--- src/rtl/pipe_ctrl_pkg.sv ---
// Shared definitions for the pipeline hazard controller: stage indices,
// default geometry, mul/div FSM encoding and stall-bus width helper.
package pipe_ctrl_pkg;

  typedef enum logic [2:0] {
    STAGE_IF  = 3'd0,
    STAGE_ID  = 3'd1,
    STAGE_EX  = 3'd2,
    STAGE_MEM = 3'd3,
    STAGE_WB  = 3'd4
  } stage_e;

  localparam int DEF_NUM_STAGES = int'(STAGE_WB) + 1;
  localparam int DEF_MD_STAGE   = int'(STAGE_EX);
  localparam int DEF_CNT_W      = 6;
  localparam int DEF_IDX_W      = 3;

  typedef enum logic [1:0] {
    MD_IDLE = 2'd0,
    MD_BUSY = 2'd1,
    MD_DONE = 2'd2
  } md_state_e;

  // Stall bus carries one hold bit for the PC plus one per stage output register.
  function automatic int stall_bus_w(input int num_stages);
    return num_stages + 1;
  endfunction

endpackage

--- src/rtl/pipe_ctrl_if.sv ---
// Request/control bundle between the pipeline stages (master) and the
// hazard controller (slave).
interface pipe_ctrl_if
  import pipe_ctrl_pkg::*;
#(
  parameter int NUM_STAGES = DEF_NUM_STAGES,
  parameter int CNT_W      = DEF_CNT_W,
  parameter int IDX_W      = DEF_IDX_W
) ();

  logic [NUM_STAGES-1:0]              stallreq;
  logic                               md_start;
  logic [CNT_W-1:0]                   md_cycles;
  logic                               exc_req;
  logic [IDX_W-1:0]                   exc_stage;
  logic [31:0]                        exc_pc;
  logic                               perf_clr;

  logic [stall_bus_w(NUM_STAGES)-1:0] stall;
  logic [NUM_STAGES-1:0]              flush;
  logic                               new_pc_valid;
  logic [31:0]                        new_pc;
  logic                               md_busy;
  logic                               md_done;
  logic [31:0]                        stall_cycles;

  modport master (
    output stallreq, md_start, md_cycles, exc_req, exc_stage, exc_pc, perf_clr,
    input  stall, flush, new_pc_valid, new_pc, md_busy, md_done, stall_cycles
  );

  modport slave (
    input  stallreq, md_start, md_cycles, exc_req, exc_stage, exc_pc, perf_clr,
    output stall, flush, new_pc_valid, new_pc, md_busy, md_done, stall_cycles
  );

endinterface

--- src/rtl/pipe_ctrl_md_busy_fsm.sv ---
// Multi-cycle mul/div occupancy tracker: IDLE -> BUSY (counting) -> DONE,
// with an abort input that returns to IDLE and suppresses the done pulse.
module md_busy_fsm
  import pipe_ctrl_pkg::*;
#(
  parameter int CNT_W = DEF_CNT_W
) (
  input  logic             clk,
  input  logic             rst,
  input  logic             start_i,
  input  logic [CNT_W-1:0] cycles_i,
  input  logic             abort_i,
  output logic             busy_o,
  output logic             done_o
);

  md_state_e        state_q, state_d;
  logic [CNT_W-1:0] cnt_q, cnt_d;
  logic [CNT_W-1:0] load_val;

  // Counter holds the BUSY cycles still to run, including the current one.
  assign load_val = (cycles_i == '0) ? '0 : cycles_i - CNT_W'(1);

  always_comb begin
    // NOTE: every variable gets a default before the case so no path leaves it unassigned, which would infer a latch.
    state_d = state_q;
    cnt_d   = cnt_q;
    case (state_q)
      MD_IDLE, MD_DONE: begin
        if (abort_i) begin
          state_d = MD_IDLE;
        end else if (start_i) begin
          cnt_d   = load_val;
          state_d = (load_val == '0) ? MD_DONE : MD_BUSY;
        end else begin
          state_d = MD_IDLE;
        end
      end
      MD_BUSY: begin
        if (abort_i) begin
          state_d = MD_IDLE;
        end else begin
          cnt_d = cnt_q - CNT_W'(1);
          if (cnt_q <= CNT_W'(1)) state_d = MD_DONE;
        end
      end
      default: state_d = MD_IDLE;
    endcase
  end

  always_ff @(posedge clk or posedge rst) begin
    // NOTE: state registers use non-blocking assignments so every flop samples pre-edge values.
    if (rst) begin
      state_q <= MD_IDLE;
      cnt_q   <= '0;
    end else begin
      state_q <= state_d;
      cnt_q   <= cnt_d;
    end
  end

  assign busy_o = (state_q == MD_BUSY);
  assign done_o = (state_q == MD_DONE) && !abort_i;

endmodule

--- src/rtl/pipe_ctrl.sv ---
// Pipeline hazard controller: per-stage stall bus, exception flush/redirect,
// mul/div busy tracking and a saturating stall-cycle counter.
module pipe_ctrl
  import pipe_ctrl_pkg::*;
#(
  parameter int NUM_STAGES = DEF_NUM_STAGES,
  parameter int MD_STAGE   = DEF_MD_STAGE,
  parameter int CNT_W      = DEF_CNT_W,
  parameter int IDX_W      = DEF_IDX_W
) (
  input logic        clk,
  input logic        rst,
  pipe_ctrl_if.slave ctrl
);

  localparam int STALL_W = stall_bus_w(NUM_STAGES);

  logic                  md_busy;
  logic                  md_done;
  logic                  md_abort;
  int                    exc_idx;
  logic [NUM_STAGES-1:0] req;
  logic                  hold;
  logic [STALL_W-1:0]    stall;
  logic [NUM_STAGES-1:0] flush;
  logic [31:0]           perf_q, perf_d;

  always_comb begin
    exc_idx = int'(ctrl.exc_stage);
    if (exc_idx > NUM_STAGES - 1) exc_idx = NUM_STAGES - 1;
  end

  // An exception squashing the mul/div stage kills the op and blocks a new issue.
  assign md_abort = ctrl.exc_req && (exc_idx >= MD_STAGE);

  md_busy_fsm #(
    .CNT_W(CNT_W)
  ) u_md_busy_fsm (
    .clk     (clk),
    .rst     (rst),
    .start_i (ctrl.md_start),
    .cycles_i(ctrl.md_cycles),
    .abort_i (md_abort),
    .busy_o  (md_busy),
    .done_o  (md_done)
  );

  // Hold everything up to and including the register after the oldest requester.
  always_comb begin
    req           = ctrl.stallreq;
    req[MD_STAGE] = req[MD_STAGE] | md_busy;
    hold          = 1'b0;
    stall         = '0;
    for (int i = NUM_STAGES - 1; i >= 0; i--) begin
      hold         = hold | req[i];
      stall[i+1]   = hold;
    end
    stall[0] = hold;

    flush = '0;
    for (int i = 0; i < NUM_STAGES; i++) begin
      flush[i] = ctrl.exc_req && (i <= exc_idx);
    end

    if (ctrl.exc_req || rst) stall = '0;
    if (rst) flush = '0;
  end

  always_comb begin
    perf_d = perf_q;
    if (ctrl.perf_clr) begin
      perf_d = '0;
    end else if ((|stall) && (perf_q != '1)) begin
      perf_d = perf_q + 32'd1;
    end
  end

  always_ff @(posedge clk or posedge rst) begin
    if (rst) perf_q <= '0;
    else     perf_q <= perf_d;
  end

  assign ctrl.stall        = stall;
  assign ctrl.flush        = flush;
  assign ctrl.new_pc_valid = ctrl.exc_req && !rst;
  assign ctrl.new_pc       = (ctrl.exc_req && !rst) ? ctrl.exc_pc : 32'd0;
  assign ctrl.md_busy      = md_busy;
  assign ctrl.md_done      = md_done;
  assign ctrl.stall_cycles = perf_q;

endmodule

--- src/flat_wrapper.sv ---
// flat-port wrapper written by rule: the top's interface ports become plain ports
module pipe_ctrl_flat import pipe_ctrl_pkg::*;
#(
  parameter int NUM_STAGES = DEF_NUM_STAGES,
  parameter int MD_STAGE   = DEF_MD_STAGE,
  parameter int CNT_W      = DEF_CNT_W,
  parameter int IDX_W      = DEF_IDX_W
)
  (clk, rst, ctrl_stallreq, ctrl_md_start, ctrl_md_cycles, ctrl_exc_req, ctrl_exc_stage, ctrl_exc_pc, ctrl_perf_clr, ctrl_stall, ctrl_flush, ctrl_new_pc_valid, ctrl_new_pc, ctrl_md_busy, ctrl_md_done, ctrl_stall_cycles);
  pipe_ctrl_if #(.NUM_STAGES(NUM_STAGES), .CNT_W(CNT_W), .IDX_W(IDX_W)) ctrl_i ();
  input logic clk;
  input logic rst;
  input wire logic [$bits(ctrl_i.stallreq)-1:0] ctrl_stallreq;
  input wire logic [$bits(ctrl_i.md_start)-1:0] ctrl_md_start;
  input wire logic [$bits(ctrl_i.md_cycles)-1:0] ctrl_md_cycles;
  input wire logic [$bits(ctrl_i.exc_req)-1:0] ctrl_exc_req;
  input wire logic [$bits(ctrl_i.exc_stage)-1:0] ctrl_exc_stage;
  input wire logic [$bits(ctrl_i.exc_pc)-1:0] ctrl_exc_pc;
  input wire logic [$bits(ctrl_i.perf_clr)-1:0] ctrl_perf_clr;
  output wire logic [$bits(ctrl_i.stall)-1:0] ctrl_stall;
  output wire logic [$bits(ctrl_i.flush)-1:0] ctrl_flush;
  output wire logic [$bits(ctrl_i.new_pc_valid)-1:0] ctrl_new_pc_valid;
  output wire logic [$bits(ctrl_i.new_pc)-1:0] ctrl_new_pc;
  output wire logic [$bits(ctrl_i.md_busy)-1:0] ctrl_md_busy;
  output wire logic [$bits(ctrl_i.md_done)-1:0] ctrl_md_done;
  output wire logic [$bits(ctrl_i.stall_cycles)-1:0] ctrl_stall_cycles;
  assign ctrl_i.stallreq = ctrl_stallreq;
  assign ctrl_i.md_start = ctrl_md_start;
  assign ctrl_i.md_cycles = ctrl_md_cycles;
  assign ctrl_i.exc_req = ctrl_exc_req;
  assign ctrl_i.exc_stage = ctrl_exc_stage;
  assign ctrl_i.exc_pc = ctrl_exc_pc;
  assign ctrl_i.perf_clr = ctrl_perf_clr;
  assign ctrl_stall = ctrl_i.stall;
  assign ctrl_flush = ctrl_i.flush;
  assign ctrl_new_pc_valid = ctrl_i.new_pc_valid;
  assign ctrl_new_pc = ctrl_i.new_pc;
  assign ctrl_md_busy = ctrl_i.md_busy;
  assign ctrl_md_done = ctrl_i.md_done;
  assign ctrl_stall_cycles = ctrl_i.stall_cycles;
  pipe_ctrl #(.NUM_STAGES(NUM_STAGES), .MD_STAGE(MD_STAGE), .CNT_W(CNT_W), .IDX_W(IDX_W)) u_core (.clk(clk), .rst(rst), .ctrl(ctrl_i));
endmodule
--- config.mk ---
export PLATFORM = sky130hd
export DESIGN_NAME = pipe_ctrl_flat
export DESIGN_NICKNAME = d
export VERILOG_FILES = /design/src/rtl/pipe_ctrl_pkg.sv /design/src/rtl/pipe_ctrl_if.sv /design/src/rtl/pipe_ctrl_md_busy_fsm.sv /design/src/rtl/pipe_ctrl.sv /design/src/flat_wrapper.sv
export SDC_FILE = /design/constraint.sdc
export NUM_CORES = 1
export LEC_CHECK = 0
export ABC_CLOCK_PERIOD_IN_PS = 2100
export BUFFER_PORTS_ARGS = -buffer_cell sky130_fd_sc_hd__buf_2
export CORE_ASPECT_RATIO = 2
export CORE_MARGIN = 3
export CORE_UTILIZATION = 35
export CTS_CLUSTER_DIAMETER = 120
export CTS_CLUSTER_SIZE = 24
export DETAILED_ROUTE_END_ITERATION = 8
export PLACE_DENSITY = 0.65
export SYNTH_ARGS = -nofsm -noshare
export SYNTH_HDL_FRONTEND = slang
export SYNTH_SLANG_ARGS = --single-unit
--- constraint.sdc ---
create_clock -name clk -period 2.1 [get_ports clk]
set_input_delay 0.42 -clock clk [delete_from_list [all_inputs] [get_ports clk]]
set_output_delay 0.42 -clock clk [all_outputs]
set_load 0.005 [all_outputs]
# Word level (Yosys, flattened, before mapping)
# Cells that the tools add are included.
# W data, S select, Z words.
[classes] addsub=3 n_lt_le_gt_ge=8 eq_ne=7 n_mux=17 n_bitwise=5 n_reduce_logical=20
[ops] op="$mux W32" count=3
[ops] op="$le A3 B32 Y1 const A" count=2
[ops] op="$add A32 B1 Y32 const B" count=1
[ops] op="$le A1 B32 Y1 const A" count=1
[ops] op="$le A2 B32 Y1 const A" count=1
[ops] op="$le A4 B32 Y1 const A" count=1
[ops] op="$ne A32 B32 Y1 const B" count=1
[ops] op="$mux W6" count=5
[ops] op="$logic_not A6 Y1" count=2
[ops] op="$pmux W6 S2" count=1
[ops] op="$sub A6 B1 Y6 const B" count=2
[ops] op="$mux W2" count=5
[ops] op="$logic_and A1 B1 Y1" count=9
[ops] op="$le A6 B1 Y1 const B" count=1
[ops] op="$ne A2 B2 Y1 const B" count=3
[ops] op="$reduce_or A6 Y1" count=1
[ops] op="$mux W5" count=1
[ops] op="$or A1 B1 Y1" count=5
[ops] op="$pmux W2 S2" count=1
[ops] op="$reduce_and A4 Y1" count=1
[ops] op="$reduce_bool A2 Y1" count=2
[ops] op="$ge A3 B2 Y1 const B" count=1
[ops] op="$gt A3 B3 Y1 const B" count=1
[ops] op="$mux W3" count=1
[ops] op="7 further kinds" count=8
[totals] register_bits=40 inputBits=51 output_inout_bits=78 wordCells=63

# Longest topological paths before layout
# Gate-level depths: netlist of run 1.
[logic_depth] depth_word=10 depth_mapped=9 ltp_nobuf=7

# By module
# Synthesis of run 1 repeated with hierarchy kept, for this count alone.
[unflattened] cells_unflattened=332 area_unflattened_um2=2842.7
[modules_own_cells] mod="pipe_ctrl" n_inst=1 cells_each=256 area_each_um2=2178.3 seq_area_each_um2=800.8
[modules_own_cells] mod="md_busy_fsm" n_inst=1 cells_each=76 area_each_um2=664.4 seq_area_each_um2=200.2

# Worst setup path after synthesis of run 1
# No wires, ideal clock.
[synth_path] path_kind="flip-flop to flip-flop" startpoint="register u_core.perf_q[0], in the netlist u_core.ctrl.stall_cycles[0]" endpoint="register u_core.perf_q[1], in the netlist u_core.ctrl.stall_cycles[1]" setup_ns=0.132 t_arrival_ns=2.153 required_ns=1.968 path_slack_ns=-0.185 path_stages_with_launch=9 n_path_buf=2 period_less_slack_ns=2.285 path_cell_list="dfrtp_1 -> ha_1 -> nand2_1 -> or4_4 -> o31ai_4 -> buf_6 -> buf_8 -> mux2i_1 -> nor2_1"
[synth_via] elab_chain_cells=3 elab_cells_between_ends=6 cone_classes="1 x add/sub; 1 x eq/ne; 2 x mux; 2 x reduce/logical"
[synth_rtl] element="from (decl)" line="pipe_ctrl.sv:26" rtl="logic [31:0] perf_q, perf_d;"
[synth_rtl] element="from (signal assigned)" line="pipe_ctrl.sv:80" rtl="else perf_q <= perf_d;"
[synth_rtl] element="$add A32 B1 Y32 or $ne A32 B32 Y1 (tied branches)" line="pipe_ctrl.sv:74, pipe_ctrl.sv:73"
[synth_rtl] element="$mux W32 or $logic_and A1 B1 Y1 (tied branches)" line="pipe_ctrl.sv:73" rtl="end else if ((|stall) && (perf_q != '1)) begin"
[synth_rtl] element="$mux W32 or $reduce_bool A2 Y1 (tied branches)"
# Parallel ways exist; a longest one is shown, timed or not. The select of a mux whose other input is x is not followed.
# A chain may end at the register's enable or synchronous reset.

# Final worst setup path of run 1
[layout_path] startpoint="register u_core.perf_q[3], in the netlist u_core.ctrl.stall_cycles[3]" endpoint="register u_core.perf_q[19], in the netlist u_core.ctrl.stall_cycles[19]"
# Same word-level chain as after synthesis.

==> results of run 1 <==
timing repair:
item,CTS,global route
buffers inserted,2,0
gates resized for setup,2,5
endpoints found under the setup margin,1,13
cell type report:
class,count,area [um2]
Fill cell,760,3684
Multi-Input combinational cell,268,1662
Sequential cell,40,1006
Timing Repair Buffer,168,940.9
Clock buffer,5,125.1
Tap cell,94,117.6
Inverter,12,47.55
Clock inverter,3,18.77
through the flow:
stage	worst slack, ns	hold slack, ns	utilization	instance area, um2
global placement	-0.05395	0.5379	0.4922	3741
CTS	0.0006422	0.4213	0.5134	3902
floorplan	0.01459	0.5118	-	2778
detailed placement	-0.07050	0.5551	0.4922	3741
finish	0.01043	0.4064	0.5154	3918
global route	-0.04809	0.4704	0.5154	3918
kinds of logic (layout without fill, tap and decap cells):
group                    Yosys count  in the layout
AO/OA/AOI/OAI                     84             84
flip-flops                        40             40
multiplexers                       4              4
buffers and inverters             27            188
AND/OR/NAND/NOR                  168            168
adder cells (fa/ha/maj)            5              5
XOR/XNOR                           7              7
cell usage in the layout, fill, tap and decap left out, types with 2 or more instances in the layout:
master and count:
nor2b_1 5, mux2_2 2, buf_4 40, and2_1 35
clkinv_2 2, dfrtp_2 4, nor3_1 7, nand4_1 7
o21ai_1 8, nand3_1 11, o31ai_2 2, inv_1 11
buf_2 128, o31ai_1 7, a21oi_1 33, nand2_1 19
and4_1 4, nor2_1 25, or4_1 7, o211ai_1 2
dfrtp_1 36, clkbuf_16 5, and3_1 8, xor2_1 3
o21ai_0 19, nand2b_1 5, or3_1 19, nor4_1 5
or2_2 3, xnor2_1 4, ha_1 4, o21a_1 3
critical path, delay by kind of cell (launching register included):
family / cells / cell delay, ns
AOI/OAI and AO/OA: 3 / 0.84
and+or+nand+nor: 2 / 0.76
DFF: 1 / 0.40
flip-flops by register name, summed over array words and instances, names as in the netlist:
| register | flops |
|---|---|
| u_core.ctrl.stall_cycles | 32 |
| u_core.u_md_busy_fsm.state_q | 2 |
| u_core.u_md_busy_fsm.cnt_q | 6 |
metal layers:
layer | GRT usage | up-vias
met5 | 0 | -
met4 | 0.08143 | 0
met3 | 0.03678 | 15
met2 | 0.4039 | 137
met1 | 0.1749 | 1491
li1 | - | 1537
power breakdown:
part	internal, W	total [W]	leakage (nW)	switching, W
combinational	0.000210	0.000465	1.33	0.000254
clock	0.000438	0.000748	0.0736	0.000311
sequential	0.000832	0.000894	0.536	0.0000614
worst max path at each step:
stage | startpoint | endpoint | slack (ns)
after CTS | u_core.ctrl.stall_cycles[4]$_DFFE_PP0P_ | u_core.ctrl.stall_cycles[19]$_DFFE_PP0P_ | 0.0006
after global routing | u_core.ctrl.stall_cycles[3]$_DFFE_PP0P_ | u_core.ctrl.stall_cycles[19]$_DFFE_PP0P_ | -0.05
final | u_core.ctrl.stall_cycles[3]$_DFFE_PP0P_ | u_core.ctrl.stall_cycles[19]$_DFFE_PP0P_ | 0.01
after floorplan | u_core.ctrl.stall_cycles[2]$_DFFE_PP0P_ | u_core.ctrl.stall_cycles[1]$_DFFE_PP0P_ | 0.01
after detailed placement | ctrl_stallreq[0] | u_core.ctrl.stall_cycles[1]$_DFFE_PP0P_ | -0.07
after global placement | ctrl_stallreq[0] | u_core.ctrl.stall_cycles[1]$_DFFE_PP0P_ | -0.05
==> impl_metrics.tcl, run 1 <==
set metrics [dict create \
    nNetsFinal 551 \
    hp-class "in -> async" \
    cts.sinks 40 \
    fp.coreArea_um2 7601 \
    end_kind "register" \
    setup_viol 0 \
    first_iter_violations 134 \
    synth_fa_ha_area_frac 0.02270 \
    fin_worst_skew_ns 0.009085 \
    stdcell_count 590 \
    gp_congestion 0.8596 \
    rrSetupSlack_ns 0.01 \
    synthesis.area_um2 2756 \
    syn_to_final_growth_pct 42.12 \
    total_power_w 0.002107 \
    grt_usage 0.2010 \
    wl_met3_um 617 \
    dp_hpwl_um 7123 \
    crit_path_cell_trace "nand4_2 -> or4_4 -> o311a_1 -> a31o_2 -> a21oi_1" \
    route.met2.wl_um 5154 \
    via_per_inst 5.390 \
    r2r_end "u_core.ctrl.stall_cycles[19]$_DFFE_PP0P_" \
    grt_pass1_vias 3250 \
    slew_headroom 0.6422 \
    power.leakage_nw 1.944 \
    gr-total-overflow 0 \
    p_per_area_nw_per_um2 537.8 \
    ant_nets 0 \
    status "finished, final reports clean" \
    antenna_cells 0 \
    syn_nets 391 \
    wl_um 8781 \
    io_buffers 128 \
    syn_avg_cell_area_um2 8.228 \
    worstPathRequired_ns 2.30 \
    synth_top_area_share 0.3631 \
    synth_top_family_by_area "simple AND/OR/NAND/NOR gates" \
    ys_seq_area_frac 0.3631 \
    synth_xor_xnor_area_share 0.02224 \
    cts_buffers 5 \
    vias 3180 \
    die_h_um 131.5 \
    clkLatencyLatePin_ns 0.29 \
    synth_edf_count 0 \
    routed.top_layer "met4" \
    grt_setup_unrepaired "yes" \
    synthArstFlopShare 1.000 \
    fin_crit_sh 0.9950 \
    maxSlewViolCount 0 \
    syn_inst 335 \
    worstPathArrival_ns 2.29 \
    ys_types 49 \
    cpMaxStageDelayCell "or4_4" \
    critPathKind "reg -> reg" \
    synth_compound_area_frac 0.1834 \
    slowest_delay_ns 0.61 \
    cts_root_buf "clkbuf_16" \
    synth_common_cells "dfrtp_1, and2_1, a21oi_1, nor2_1, nand2_1" \
    grt_pass1_wl_um 14190 \
    drc 0 \
    reg2reg_from "u_core.ctrl.stall_cycles[3]$_DFFE_PP0P_" \
    synth.most_common_cell "dfrtp_1" \
    synth.area.top_cells "dfrtp_1, and2_1, a21oi_1, or3_1, o21ai_0" \
    fmax_mhz 478.6 \
    synthMuxAreaShare 0.01589 \
    m1WireLength_um 2787 \
    cts_hold_buf 0 \
    drtPass1Iterations 5 \
    r2r_cells 5 \
    start_util 0.3626 \
    min_period_ns 2.090 \
    dp_cells 580 \
    yosysTopAreaCell "dfrtp_1" \
    wl_per_cell_um 14.88 \
    tightest_slew_ns 0.5312 \
    ir_drop_mv 0.2944 \
    drv_cap 0 \
    grt_start_max_net_pins 41 \
    finalSetupTns_ns 0 \
    yosysWarnings 0 \
    ys_ff_latch 40 \
    yosys.area_share.simple 0.3463 \
    layout-drive-gt1-share 0.3952 \
    cts.clk_slew.worst_paths_ns 0.06 \
    cts_tree "done" \
    finalHoldViolCount 0 \
    die_x_um 68.75 \
    die-area_um2 9041 \
    fp-row-count 45 \
    synth_flop_cell "dfrtp_1" \
    antenna_found_initial 0 \
    cp_max_fo 5 \
    io-pin-count 129 \
    cts_buffer_depth 2 \
    h-tree-depth 2 \
    cp-start-kind "register" \
]
Power figures use the tool's default switching activity.
==> run 2, diff against run 1 <==
Settings changed: CTS_BUF_LIST set to sky130_fd_sc_hd__clkbuf_4 sky130_fd_sc_hd__clkbuf_8 sky130_fd_sc_hd__clkbuf_16, REMOVE_ABC_BUFFERS set to 1.
==> run 2 against run 1 <==
Effect of this change:
- the flow now finishes with violations (setup timing)
- core utilization increased by 4.6 points
- wire length increased by 9.9%
- via count increased by 4.7%
- non-clock buffer count increased by 28
- hold slack about the same
- critical path type unchanged
- largest power group unchanged
==> impl_metrics.tcl, run 2 (synthesis results as in run 1) <==
set metrics [dict create \
    status "finished, violations left" \
    hold_slack_ns 0.4062 \
    fp.coreArea_um2 7601 \
    power.leakage_nw 2.142 \
    first_iter_violations 220 \
    slowest_delay_ns 0.57 \
    grt_setup_unrepaired "yes" \
    fmax_mhz 463.6 \
    worstPathRequired_ns 2.27 \
    cts_hold_buf 0 \
    drtPass1Iterations 5 \
    crit_path_cell_trace "nand4_2 -> or4_4 -> buf_6 -> o31ai_4 -> buf_6 -> buf_6 -> or3_1 -> a21oi_1" \
    fin_ws_ns -0.05719 \
    cts_tree "done" \
    min_period_ns 2.157 \
    path_buf_inv 3 \
    cpMostUsedCell "buf_6" \
    grt_pass1_wl_um 15170 \
    drv_cap 0 \
    tightest_slew_ns 0.6357 \
    wl_per_cell_um 15.64 \
    clkLatencyLatePin_ns 0.29 \
    worstPathArrival_ns 2.32 \
    syn_to_final_growth_pct 54.93 \
    die_x_um 68.75 \
    p_per_area_nw_per_um2 510.1 \
    fp-row-count 45 \
    cts.sinks 40 \
    critPathKind "reg -> reg" \
    antenna_cells 0 \
    maxSlewViolCount 0 \
    fin_worst_skew_ns 0.005663 \
    gr-total-overflow 0 \
    end_kind "register" \
    violations "setup timing" \
    grt_usage 0.2158 \
    finalSetupTns_ns -0.1898 \
    cts.clk_slew.worst_paths_ns 0.06 \
    cp_max_fo 5 \
    vias 3328 \
    die_h_um 131.5 \
    grt_pass1_vias 3393 \
    die-area_um2 9041 \
    via_per_inst 5.394 \
    ir_drop_mv 0.2958 \
    dp_hpwl_um 7488 \
    grt_start_max_net_pins 41 \
    finalHoldViolCount 0 \
    cpMaxStageDelayCell "or4_4" \
    cts_buffers 5 \
    slew_headroom 0.5726 \
    critPathTopFamily "simple AND/OR/NAND/NOR gates" \
    start_util 0.3626 \
    wl_um 9647 \
    antenna_found_initial 0 \
    setup_viol 10 \
    gp_congestion 0.8574 \
    n_fill_cell 688 \
    cp-start-kind "register" \
    hp-class "in -> async" \
    nNetsFinal 579 \
    h-tree-depth 2 \
    mostFrequentLayoutCell "buf_2" \
    fin_crit_sh 1.027 \
    cts_buffer_depth 2 \
    cts_root_buf "clkbuf_16" \
    layout-drive-gt1-share 0.4512 \
    io-pin-count 129 \
    drc 0 \
    io_buffers 128 \
    mostFrequentLayoutCells "buf_2, buf_4, dfrtp_1, and2_1, a21oi_1" \
    ant_nets 0 \
    largest_reg_flops 32 \
]
[run 2: final cells by class]
cell class,count,area [um2],area share
inverter,12,50.05,0.01172
clock buffer,7,152.6,0.03575
sequential,40,1002,0.2347
multi-input combinational,268,1750,0.4099
timing repair buffer,196,1197,0.2804
tap,94,117.6,0.02754
[run 2: power breakdown]
part           internal, W  leakage (nW)  switching (W)
clock network     0.000498        0.0760       0.000299
registers         0.000832         0.541      0.0000610
logic             0.000228          1.52       0.000260
total              0.00156          2.14       0.000620
[run 2: routing by layer]
metal	vias up	global-route usage	share of wire
li1	1584	-	-
met1	1565	0.2037	0.32
met2	158	0.4247	0.60
met3	21	0.03422	0.064
met4	0	0.08035	0.024
met5	-	0	0
[run 2: what timing repair did]
action / in CTS / in global routing
pin swaps: 3 / 24
endpoints found under the hold margin: 0 / 0
setup endpoints to repair: 23 / 26
resized for setup: 6 / 33
gates cloned: 0 / 1
buffers inserted: 4 / 5
[run 2: worst paths after layout]
kind / startpoint / end / slack (ns) / cells after the start
max: u_core.ctrl.stall_cycles[2]$_DFFE_PP0P_ / u_core.ctrl.stall_cycles[6]$_DFFE_PP0P_ / -0.06 / 8
min: rst / u_core.u_md_busy_fsm.state_q[0]$_DFFE_PP0P_ / 0.41 / 4
max reg2reg: u_core.ctrl.stall_cycles[2]$_DFFE_PP0P_ / u_core.ctrl.stall_cycles[6]$_DFFE_PP0P_ / -0.06 / 8
min reg2reg: u_core.u_md_busy_fsm.cnt_q[5]$_DFFE_PP0P_ / u_core.u_md_busy_fsm.cnt_q[5]$_DFFE_PP0P_ / 0.57 / 2
max in group asynchronous: rst / u_core.ctrl.stall_cycles[11]$_DFFE_PP0P_ / 1.30 / 4
min in group clk: ctrl_perf_clr / u_core.ctrl.stall_cycles[24]$_DFFE_PP0P_ / 0.53 / 2
[run 2: worst min-delay path, delay by kind of cell]
family,cells,cell delay [ns]
buffers and inverters,4,0.72
[run 2: stage by stage]
| stage | setup WS, ns | util | cells | area (um2) | total power, W |
|---|---|---|---|---|---|
| 2_1_floorplan | -0.2570 | - | 320 | 2674 | 0.001150 |
| 3_3_place_gp | -0.2459 | 0.5105 | 600 | 3880 | 0.001363 |
| 3_5_place_dp | -0.2681 | 0.5105 | 600 | 3880 | 0.001374 |
| 4_1_cts | 0.003912 | 0.5376 | 611 | 4086 | 0.002178 |
| 5_1_grt | -0.1032 | 0.5618 | 617 | 4270 | 0.002300 |
| 6_report | -0.05719 | 0.5618 | 617 | 4270 | 0.002178 |
==> run 3, diff against run 2 <==
Settings changed: CORE_UTILIZATION 35 to 43, PLACE_DENSITY 0.65 to 0.78.
==> run 3 against run 2 <==
Effect of this change:
- the flow now finishes without violations
- cell area down 4.7%
- count of clock-buffer cells in the layout rose by 1
- flip-flop and latch count unchanged
- cell count shrank 4.9%
- first-iteration DRC count shrank 5.0%
- total power is 0.59% lower
- critical path depth did not move
- register-to-register slack better by 0.06 ns
- global-route usage is 2.5 points higher
- non-clock buffer count is 22 lower
- via count is 1.9% lower
- critical path type unchanged
- largest cell class unchanged
- largest power group unchanged
==> impl_metrics.tcl, run 3 (synthesis results as in run 1) <==
set metrics [dict create \
    crit_path_cell_trace "ha_2 -> nand2_2 -> or4_4 -> buf_6 -> o31ai_4 -> buf_12 -> mux2i_1 -> nor2_1" \
    cts_tree "done" \
    grt_start_max_net_pins 41 \
    drtPass1Iterations 5 \
    fp.coreArea_um2 6106 \
    seq_area_um2 1001 \
    post-route-util 0.6666 \
    min_period_ns 2.094 \
    wl_per_cell_um 15.61 \
    cts_hold_buf 0 \
    fin_ws_ns 0.006215 \
    mostFrequentLayoutCell "buf_2" \
    cts_buffers 5 \
    reg2reg_from "u_core.ctrl.stall_cycles[0]$_DFFE_PP0P_" \
    die-area_um2 7465 \
    slew_headroom 0.6577 \
    worstPathArrival_ns 2.27 \
    stdcell_count 587 \
    slowest_delay_ns 0.53 \
    fp-row-count 40 \
    cpMaxStageDelayCell "or4_4" \
    tightest_slew_ns 0.5081 \
    cp-start-kind "register" \
    cp_max_fo 14 \
    grt_pass1_wl_um 14750 \
    r2r_cells 8 \
    nNetsFinal 558 \
    p_clk_frac 0.373 \
    fin_crit_sh 0.9970 \
    internal-power_w 0.001544 \
    io-pin-count 129 \
    vias 3266 \
    dp_hpwl_um 6691 \
    rrSetupSlack_ns 0.006 \
    wl_um 9163 \
    n_fill_cell 522 \
    first_iter_violations 209 \
    dp_cells 574 \
    cts.sinks 40 \
    status "finished, final reports clean" \
    cts.clk_slew.worst_paths_ns 0.06 \
    gr-total-overflow 0 \
    critPathTopFamily "simple AND/OR/NAND/NOR gates" \
    end_kind "register" \
    clkLatencyLatePin_ns 0.29 \
    syn_to_final_growth_pct 47.66 \
    switching_power_w 0.0006219 \
    fin_worst_skew_ns 0.008734 \
    power.leakage_nw 2.019 \
    hold_slack_ns 0.2727 \
    fmax_mhz 477.6 \
    p_per_area_nw_per_um2 532.1 \
    grt_pass1_vias 3307 \
    start_util 0.4514 \
    dp_slack_ns -0.3267 \
    maxSlewViolCount 0 \
    die_x_um 62.62 \
    crit_start "u_core.ctrl.stall_cycles[0]$_DFFE_PP0P_" \
    path_buf_inv 2 \
    multi_input_area_um2 1747 \
    combinationalPowerShare 0.214 \
    p_sw_frac 0.2871 \
    mostFrequentLayoutCells "buf_2, buf_4, dfrtp_1, and2_1, a21oi_1" \
    cts_buffer_depth 2 \
    hp-class "in -> async" \
    finalHoldViolCount 0 \
    critPathKind "reg -> reg" \
    antenna_found_initial 0 \
    antenna_cells 0 \
    via_per_inst 5.564 \
    ir_drop_mv 0.4102 \
    grt_setup_unrepaired "yes" \
    worstPathRequired_ns 2.28 \
    grt_usage 0.2407 \
    h-tree-depth 2 \
    ant_nets 0 \
    io_buffers 128 \
    layout-drive-gt1-share 0.4115 \
    cts_root_buf "clkbuf_16" \
    crit_cells 8 \
    drc 0 \
    finalSetupTns_ns 0 \
    setup_viol 0 \
    r2r_end "u_core.ctrl.stall_cycles[1]$_DFFE_PP0P_" \
    worstSetupEndpoint "u_core.ctrl.stall_cycles[1]$_DFFE_PP0P_" \
    largest_reg_flops 32 \
    gp_congestion 0.7798 \
    die_h_um 119.2 \
    drv_cap 0 \
    seqPwrFrac 0.413 \
]
-- run 3: tightest hold or removal path: stages --
cell   delay [ns]
buf_2        0.12
inv_1        0.05
buf_4        0.43
-- run 3: how the worst min path moves through the flow --
stage / from / to / slack, ns / depth (start not counted)
floorplan: ctrl_perf_clr / u_core.ctrl.stall_cycles[10]$_DFFE_PP0P_ / 0.48 / 1
global placement: u_core.u_md_busy_fsm.cnt_q[2]$_DFFE_PP0P_ / u_core.u_md_busy_fsm.cnt_q[2]$_DFFE_PP0P_ / 0.54 / 1
detailed placement: u_core.u_md_busy_fsm.cnt_q[2]$_DFFE_PP0P_ / u_core.u_md_busy_fsm.cnt_q[2]$_DFFE_PP0P_ / 0.54 / 1
CTS: rst / u_core.ctrl.stall_cycles[30]$_DFFE_PP0P_ / 0.30 / 3
global route: rst / u_core.ctrl.stall_cycles[28]$_DFFE_PP0P_ / 0.34 / 3
finish: rst / u_core.ctrl.stall_cycles[28]$_DFFE_PP0P_ / 0.27 / 3
-- run 3: repair_timing --
item | 4_1_cts | 5_1_grt
resized for setup | 10 | 15
buffers inserted | 2 | 3
gates cloned | 1 | 0
pin swaps | 5 | 4
endpoints found under the setup margin | 26 | 27
-- run 3: area by class of cell --
class                   count  share of cell area
repair buffers            174              0.2490
multi-input cells         269              0.4291
clock buffers               8             0.03781
well taps                  84             0.02582
inverters                  12             0.01230
flip-flops and latches     40              0.2459
-- run 3: through the flow --
stage	power [W]	cell area [um2]
after global routing	0.002273	4070
after floorplan	0.001150	2674
final	0.002166	4070
after CTS	0.002161	3986
after global placement	0.001337	3735
after detailed placement	0.001352	3735
-- run 3: routing by layer --
metal | vias to the layer above | share of wire | global-route usage
li1 | 1545 | - | -
met1 | 1530 | 0.34 | 0.2467
met2 | 155 | 0.56 | 0.4502
met3 | 36 | 0.058 | 0.03962
met4 | 0 | 0.038 | 0.1342
met5 | - | 0 | 0
-- run 3: power groups by stage --
| stage | clock network (W) | registers [W] | logic [W] |
|---|---|---|---|
| after CTS | 0.000811 | 0.000893 | 0.000458 |
| final | 0.000808 | 0.000894 | 0.000464 |
| after global placement | 0 | 0.000903 | 0.000434 |
| after floorplan | 0 | 0.000890 | 0.000259 |
| after global routing | 0.000839 | 0.000902 | 0.000532 |
| after detailed placement | 0 | 0.000907 | 0.000445 |
